**src/rtl/pipeline_pkg.sv**
```systemverilog
// Shared pipeline constants for the fetch side of the pipeline.
// Holds the reset PC, the NOP encoding, the word width and the
// IF/ID hold-stage state encoding.
package pipeline_pkg;

  localparam int unsigned WORD_W = 32;

  localparam logic [WORD_W-1:0] RESET_PC  = 32'h0000_0000;
  // sll $0,$0,0
  localparam logic [WORD_W-1:0] NOP_INSTR = 32'h0000_0000;

  localparam logic [1:0] ST_RUN   = 2'd0;
  localparam logic [1:0] ST_HOLD  = 2'd1;
  localparam logic [1:0] ST_FLUSH = 2'd2;

  typedef enum logic [1:0] {
    StRun   = ST_RUN,
    StHold  = ST_HOLD,
    StFlush = ST_FLUSH
  } hold_state_e;

endpackage

```
**src/rtl/stall_watchdog.sv**
```systemverilog
// Stall watchdog: counts consecutive hold cycles and flags a sticky timeout.
// Ports:
//   Clk      rising-edge clock
//   Reset    synchronous active-high reset
//   in_hold  1 = the stage is (entering or remaining) in HOLD this edge
//   clear    1 = zero the count this edge (wins over in_hold)
//   count    consecutive hold cycles, saturating at 255
//   timeout  sticky: count tried to go beyond MAX_STALL
module stall_watchdog
  import pipeline_pkg::*;
#(
  parameter int unsigned MAX_STALL = 15
) (
  input  logic       Clk,
  input  logic       Reset,
  input  logic       in_hold,
  input  logic       clear,
  output logic [7:0] count,
  output logic       timeout
);

  localparam logic [7:0] MaxStall = 8'(MAX_STALL);

  logic [7:0] count_q, count_d;
  logic       timeout_q, timeout_d;

  always_comb begin
    count_d   = count_q;
    timeout_d = timeout_q;
    if (clear) begin
      count_d = 8'd0;
    end else if (in_hold) begin
      if (count_q != 8'hFF) begin
        count_d = count_q + 8'd1;
      end
      // The increment about to happen takes the count past the limit.
      if (count_q >= MaxStall) begin
        timeout_d = 1'b1;
      end
    end
  end

  always_ff @(posedge Clk) begin
    if (Reset) begin
      count_q   <= 8'd0;
      timeout_q <= 1'b0;
    end else begin
      count_q   <= count_d;
      timeout_q <= timeout_d;
    end
  end

  assign count   = count_q;
  assign timeout = timeout_q;

endmodule

```
**src/rtl/if_id_hold_stage.sv**
```systemverilog
// IF/ID hold stage: owns the PC and the IF/ID pipeline register and applies
// hold, flush and bubble requests from the hazard detector.
// Ports:
//   Clk, Reset                 clock, synchronous active-high reset
//   PCWrite, IF_ID_Write       register write enables (0 = hold)
//   IF_Flush                   squash IF/ID to an invalid NOP
//   stall_ID_EX                request a bubble into ID/EX next cycle
//   PCNext, Instruction_in,
//   PCPlus4_in                 fetch-side data
//   PC                         current fetch address
//   IF_ID_Instruction/PCPlus4/
//   IF_ID_Valid                IF/ID register contents presented to ID
//   ID_EX_Bubble               registered zero-control strobe for ID/EX
//   StallCount, StallTimeout   hold statistics and sticky watchdog flag
module if_id_hold_stage #(
  parameter logic [31:0] RESET_PC  = pipeline_pkg::RESET_PC,
  parameter logic [31:0] NOP_INSTR = pipeline_pkg::NOP_INSTR,
  parameter int unsigned MAX_STALL = 15
) (
  input  logic        Clk,
  input  logic        Reset,
  input  logic        PCWrite,
  input  logic        IF_ID_Write,
  input  logic        IF_Flush,
  input  logic        stall_ID_EX,
  input  logic [31:0] PCNext,
  input  logic [31:0] Instruction_in,
  input  logic [31:0] PCPlus4_in,
  output logic [31:0] PC,
  output logic [31:0] IF_ID_Instruction,
  output logic [31:0] IF_ID_PCPlus4,
  output logic        IF_ID_Valid,
  output logic        ID_EX_Bubble,
  output logic [7:0]  StallCount,
  output logic        StallTimeout
);

  import pipeline_pkg::*;

  logic [WORD_W-1:0] pc_q, pc_d;
  logic [WORD_W-1:0] instr_q, instr_d;
  logic [WORD_W-1:0] pcp4_q, pcp4_d;
  logic              valid_q, valid_d;
  logic              bubble_q, bubble_d;
  hold_state_e       state_q, state_d;
  logic              both_held;

  assign both_held = !PCWrite && !IF_ID_Write && !IF_Flush;

  always_comb begin
    state_d = state_q;
    unique case (state_q)
      StHold: begin
        // Flush beats release.
        if (IF_Flush)       state_d = StFlush;
        else if (!both_held) state_d = StRun;
      end
      StRun, StFlush: begin
        if (IF_Flush)       state_d = StFlush;
        else if (both_held) state_d = StHold;
        else                state_d = StRun;
      end
      default: state_d = StRun;
    endcase
  end

  always_comb begin
    pc_d     = PCWrite ? PCNext : pc_q;
    instr_d  = instr_q;
    pcp4_d   = pcp4_q;
    valid_d  = valid_q;
    if (IF_Flush) begin
      instr_d = NOP_INSTR;
      pcp4_d  = '0;
      valid_d = 1'b0;
    end else if (IF_ID_Write) begin
      instr_d = Instruction_in;
      pcp4_d  = PCPlus4_in;
      valid_d = 1'b1;
    end
    // A flushed slot must never issue, so it also becomes a bubble.
    bubble_d = stall_ID_EX || IF_Flush;
  end

  always_ff @(posedge Clk) begin
    if (Reset) begin
      pc_q     <= RESET_PC;
      instr_q  <= NOP_INSTR;
      pcp4_q   <= '0;
      valid_q  <= 1'b0;
      bubble_q <= 1'b0;
      state_q  <= StRun;
    end else begin
      pc_q     <= pc_d;
      instr_q  <= instr_d;
      pcp4_q   <= pcp4_d;
      valid_q  <= valid_d;
      bubble_q <= bubble_d;
      state_q  <= state_d;
    end
  end

  // Counting follows the state being entered, so the entry edge counts as 1
  // and the exit edge clears.
  stall_watchdog #(
    .MAX_STALL (MAX_STALL)
  ) u_stall_watchdog (
    .Clk     (Clk),
    .Reset   (Reset),
    .in_hold (state_d == StHold),
    .clear   (state_d != StHold),
    .count   (StallCount),
    .timeout (StallTimeout)
  );

  assign PC                = pc_q;
  assign IF_ID_Instruction = instr_q;
  assign IF_ID_PCPlus4     = pcp4_q;
  assign IF_ID_Valid       = valid_q;
  assign ID_EX_Bubble      = bubble_q;

endmodule

```
**config.mk**
```make
export PLATFORM = sky130hd
export DESIGN_NAME = if_id_hold_stage
export DESIGN_NICKNAME = d
export VERILOG_FILES = /design/src/rtl/pipeline_pkg.sv /design/src/rtl/stall_watchdog.sv /design/src/rtl/if_id_hold_stage.sv
export SDC_FILE = /design/constraint.sdc
export NUM_CORES = 1
export LEC_CHECK = 0
export BUFFER_PORTS_ARGS = -buffer_cell sky130_fd_sc_hd__buf_2
export CAP_MARGIN = 20
export CORE_ASPECT_RATIO = 1.4
export CORE_MARGIN = 4
export CORE_UTILIZATION = 43
export CTS_BUF_LIST = sky130_fd_sc_hd__clkbuf_16
export DETAILED_ROUTE_END_ITERATION = 12
export PLACE_DENSITY = 0.82
export SETUP_SLACK_MARGIN = 0.3
export SYNTH_ARGS = -nofsm -noshare
export SYNTH_HDL_FRONTEND = slang
export SYNTH_SLANG_ARGS = --single-unit
```
**constraint.sdc**
```tcl
create_clock -name Clk -period 1.5 [get_ports Clk]
set_input_delay 0.3 -clock Clk [delete_from_list [all_inputs] [get_ports Clk]]
set_output_delay 0.3 -clock Clk [all_outputs]
set_load 0.005 [all_outputs]
```
[Word-level counts from Yosys, hierarchy flattened]
Index checks and enable logic that the tools add are counted.
Word-level totals
  bits in registers: 109
  input bits: 102
  output and inout port bits: 107
  logic and storage cells: 33
Cells by class
  add/sub/neg operators: 1
  magnitude comparators: 1
  eq/ne operators: 5
  mux-type cells: 5
  bitwise operators: 1
  reductions and logical operators: 12
Operator list (count)
  8-bit by 1-bit adder with 8-bit output (second input constant): 1
  8-bit by 4-bit >= comparator with 1-bit output (second input constant): 1
  8-bit inequality test (second input constant): 1
  2-bit 2-to-1 mux: 3
  2-bit OR reduction: 3
  2-bit by 1-bit == test with 1-bit output (second input constant): 2
  2-bit one-hot mux with 2 select lines: 1
  1-bit zero test: 3
  3-bit AND reduction: 1
  2-bit == test (second input constant): 1
  1-bit logical AND: 2
  2-bit zero test: 1
  2-bit by 1-bit inequality test with 1-bit output (second input constant): 1
  2-bit AND reduction: 1
  1-bit logical OR: 1
  1-bit 2-to-1 mux: 1
  1-bit inverter: 1

[Longest topological paths before layout]
  depth after elaboration: 9
  gate-level depth with buffers: 5
  depth with buffers taken out: 4

[Hierarchy]
From an unflattened synthesis, not the netlist that was laid out.
Unflattened totals
  cell total of the unflattened synthesis: 376
  area total of the unflattened synthesis: 4033.9 um^2
By module, submodules not included
  if_id_hold_stage: instances 1, cells an instance 325, area an instance 3544.6 um^2, seq. area each 2001.9 um^2
  stall_watchdog: instances 1, cells an instance 51, area an instance 489.2 um^2, seq. area each 180.2 um^2

[Least setup slack after synthesis]
OpenSTA, ideal clock, no wires.
  kind: register to register
  start: register u_stall_watchdog.count_q[0], in the netlist u_stall_watchdog.count[0]
  end: register u_stall_watchdog.count_q[6], in the netlist u_stall_watchdog.count[6]
  setup time: 78 ps
  arrival: 1134 ps
  required time: 1422 ps
  path slack: 289 ps
  stages on the path, launching flop included: 5
  path buffers: 0
  clock period less this slack: 1211 ps
  path through: dfxtp_1 -> ha_1 -> and3_1 -> a31oi_1 -> nor3_1
Between the ends
  cells in the longest elaborated chain, start to end: 2
  elaborated cells on any way between the ends: 3
  classes of those cells: add/sub (1); eq/ne (1); reduce/logical (1)
RTL lines
  from (decl): RTL line stall_watchdog.sv:24  | logic [7:0] count_q, count_d;
  from (signal assigned): RTL line stall_watchdog.sv:48  | count_q <= count_d;
  branches (longest 2 deep; another with 8-bit by 1-bit adder with 8-bit output)
Several ways; the timed one is not identified.
A chain may end at the register's enable or synchronous reset.

[Worst setup path after layout]
  start: register u_stall_watchdog.count_q[6], in the netlist u_stall_watchdog.count[6]
  end: register u_stall_watchdog.timeout_q, in the netlist u_stall_watchdog.timeout
Between the ends
  cells in the longest elaborated chain, start to end: 2
RTL lines
  8-bit by 4-bit >= comparator with 1-bit output: RTL line stall_watchdog.sv:37  | if (count_q >= MaxStall) begin
  3-bit AND reduction (no source line)
  to (signal assigned): RTL line stall_watchdog.sv:49  | timeout_q <= timeout_d;
  to (decl): RTL line stall_watchdog.sv:25  | logic timeout_q, timeout_d;
No other way between the ends.

==> impl_results.md <==
- Status: finished clean
- Die area: 10,900 um^2
- Fin nets: 679
- Antenna viol nets, final: 0
- Net Count, Synth: 475
- Port Buffers: 208
- Core area: 9030 um^2
- FF+latch count, synth: 109
- Drt first pass iters: 5
- Layout Area Growth over Synthesis: 36.4%
- Post-synthesis cell type count: 30
- Cts hold-fix bufs: 0
- Latest clock arrival within the worst-skew pair: 0.34 ns
- GPL Wtd Cong: 0.803
- H-tree Lvls: 3
- Max Cap Viol: 0
- Seq/Total Area, Yosys: 54.7%
- Largest family of logic cells by synthesized area: multiplexers
- Register clock-pin slew on the reported worst setup and hold paths: 0.07 ns
- Num rows: 41
- Max Slew Vio Count: 0
- Initial antenna violation count: 0
- Die Y: 122 um
- Total negative slack: 0 ns
- Worst Tran Pin Value: 0.319 ns
- Total GRT Usage: 17.5%
- Simple logic cell fraction of the synthesized area: 12.9%
- CTS tree: built
- Achievable Freq: 814 MHz
- Max VDD drop: 646 uV
- Synth Area in Compound Gates: 2.82%
- Remaining DRCs: 0
- Required time of the critical path: 1.72 ns
- Avg WL per Cell: 14.4 um
- Hold/Removal Path Class: in2reg
- Dpl cells: 669
- Xor/xnor share of the synthesized area: 0%
- N_diodes: 0
- Mapped Cells: 372
- RSZ-0062 raised after global routing: yes
- Post-DP HPWL: 7430 um
- Mapped cell area: 3990 um^2
- Cell Pwr Density: 1070 nW/um^2
- Critical path endpoint category: flop
- Post-Layout Inst Area: 5450 um^2
- CTS root buf: clkbuf_16
- 1st-iter DRT viols: 73
- Max transition margin: 78.7%
- CP Max Fanout: 6
- Total Wirelength: 9930 um
- Setup CP Type: reg2reg
- Critical Path Start Type: flop
- Width of the die: 89.4 um
- Final Core Density: 60.3%
- Yosys warning total: 0
- Clock Path Buffers: 2
- Initial core utilization: 44.2%
- First-pass GRT wire length: 15,000 um
- Final Hold Fails: 0
- Part of the cycle the worst path needs: 81.9%
- WHS: 0.160 ns
- Total CTS buffers: 9
- Via count: 3,352
- Placed inst area: 5080 um^2
- Adder-cell share of the synthesized area: 0.313%
- Finished Layout Cells: 688
- Count of final setup violators: 0
- Mux share of post-synthesis cell area: 24.3%
- Fraction of layout cells with a size suffix above 1: 43.5%
- Vias in the first global route: 3,271
- Avg Cell Area, Syn: 10.7 um^2
- Critical path arrival: 1.45 ns
- # fillers: 753
- Clk sinks: 109
- Leak Pwr: 2.85 nW
- Skew final: 0.00203 ns
- Via density: 4.87
- Pin count of the biggest net entering global routing: 66
- Top Ports: 209
- Final global-route overflow total: 0
- Final min period: 1.23 ns
per-stage QoR:
stage	worst slack, ns	power [mW]
3_3_place_gp	0.229	3.73
4_1_cts	0.243	5.93
6_report	0.272	5.85
5_1_grt	0.235	6.10
2_1_floorplan	0.314	3.46
3_5_place_dp	0.184	3.75
logic make-up (layout without fill, tap and decap cells):
family | after synthesis | after routing
simple gates | 124 | 124
fa+ha+maj | 1 | 1
compound gates | 14 | 14
mux | 97 | 97
flops | 109 | 109
buf+inv | 27 | 236
state kept, by name, indices dropped and copies added, names as in the netlist:
register	cells
IF_ID_Instruction	32
u_stall_watchdog.count	8
IF_ID_Valid	1
state_q	2
u_stall_watchdog.timeout	1
ID_EX_Bubble	1
PC	32
IF_ID_PCPlus4	32
cell type report:
class	instances	area (um^2)	share of cell area, %
sequential	109	2210	40.5
multi-input combinational	236	1660	30.5
timing repair buffer	216	1150	21.2
clock buffer	9	225	4.14
tap	107	134	2.46
clock inverter	7	51.3	0.942
inverter	4	15.0	0.276
cells in the mapped netlist:
| master | count | share of area, % |
|---|---|---|
| dfxtp_1 | 109 | 55 |
| nor2_1 | 102 | 9.6 |
| mux2i_1 | 97 | 24 |
| buf_4 | 8 | 1.5 |
| buf_6 | 8 | 2.3 |
| nor3_1 | 7 | 0.88 |
| a21oi_1 | 4 | 0.50 |
| buf_2 | 4 | 0.50 |
| inv_1 | 4 | 0.38 |
| nand3_1 | 4 | 0.50 |
| clkbuf_1 | 3 | 0.28 |
| a211oi_1 | 2 | 0.38 |
| a31oi_1 | 2 | 0.31 |
| nand4_1 | 2 | 0.31 |
| a211oi_2 | 1 | 0.31 |
| a211oi_4 | 1 | 0.50 |
| a21boi_0 | 1 | 0.19 |
| and3_1 | 1 | 0.16 |
| and4_1 | 1 | 0.22 |
| ha_1 | 1 | 0.31 |
| nand2_1 | 1 | 0.094 |
| nand2_2 | 1 | 0.16 |
| nand3b_1 | 1 | 0.19 |
| nor3b_1 | 1 | 0.19 |
| nor4b_1 | 1 | 0.22 |
| o211ai_2 | 1 | 0.31 |
| o21ai_0 | 1 | 0.13 |
| o21bai_1 | 1 | 0.19 |
| or2_1 | 1 | 0.16 |
| or4_4 | 1 | 0.28 |
cells in the final DEF, fill, tap and decap left out, types with 2 or more instances in the layout:
master,instances
buf_2,207
nor2_1,102
dfxtp_1,101
mux2i_1,97
clkbuf_16,9
dfxtp_4,6
nor3_1,5
buf_4,5
inv_1,4
buf_12,4
nand3_1,3
a21oi_1,3
clkinv_4,3
a31oi_1,2
nor3_2,2
nand4_1,2
a211oi_1,2
dfxtp_2,2
final timing paths:
| check | start | to | slack (ns) | cells after the start |
|---|---|---|---|---|
| setup / recovery | u_stall_watchdog.count[6]$_SDFFE_PP0P_ | u_stall_watchdog.timeout$_SDFFE_PP0P_ | 0.27 | 3 |
| hold / removal | stall_ID_EX | ID_EX_Bubble$_SDFF_PP0_ | 0.16 | 3 |
| setup reg to reg | u_stall_watchdog.count[6]$_SDFFE_PP0P_ | u_stall_watchdog.timeout$_SDFFE_PP0P_ | 0.27 | 3 |
| hold reg to reg | IF_ID_Valid$_SDFFE_PP0P_ | IF_ID_Valid$_SDFFE_PP0P_ | 0.46 | 2 |
where the power goes:
group / leakage, nW / switching (mW) / internal (mW)
clock: 0.133 / 1.05 / 1.13
sequential: 0.897 / 0.0580 / 3.00
combinational: 1.82 / 0.288 / 0.327
total: 2.85 / 1.39 / 4.45
layer usage:
layer / share of wire, % / vias up / track usage [%]
met1: 37 / 1490 / 19.2
met5: 0 / - / 0
met3: 13 / 18 / 5.95
met4: 2.1 / 0 / 7.82
li1: - / 1660 / -
met2: 48 / 184 / 29.8
critical path, stage by stage, from the launching register on:
cell,delay [ns]
dfxtp_2,0.36
or4_4,0.53
o211ai_2,0.14
a21oi_1,0.08
what timing repair did:
action	in CTS	in global routing
endpoints found under the setup margin	15	11
buffers inserted	2	1
pin swaps	4	7
gates resized for setup	12	14
Power figures use the tool's default switching activity.
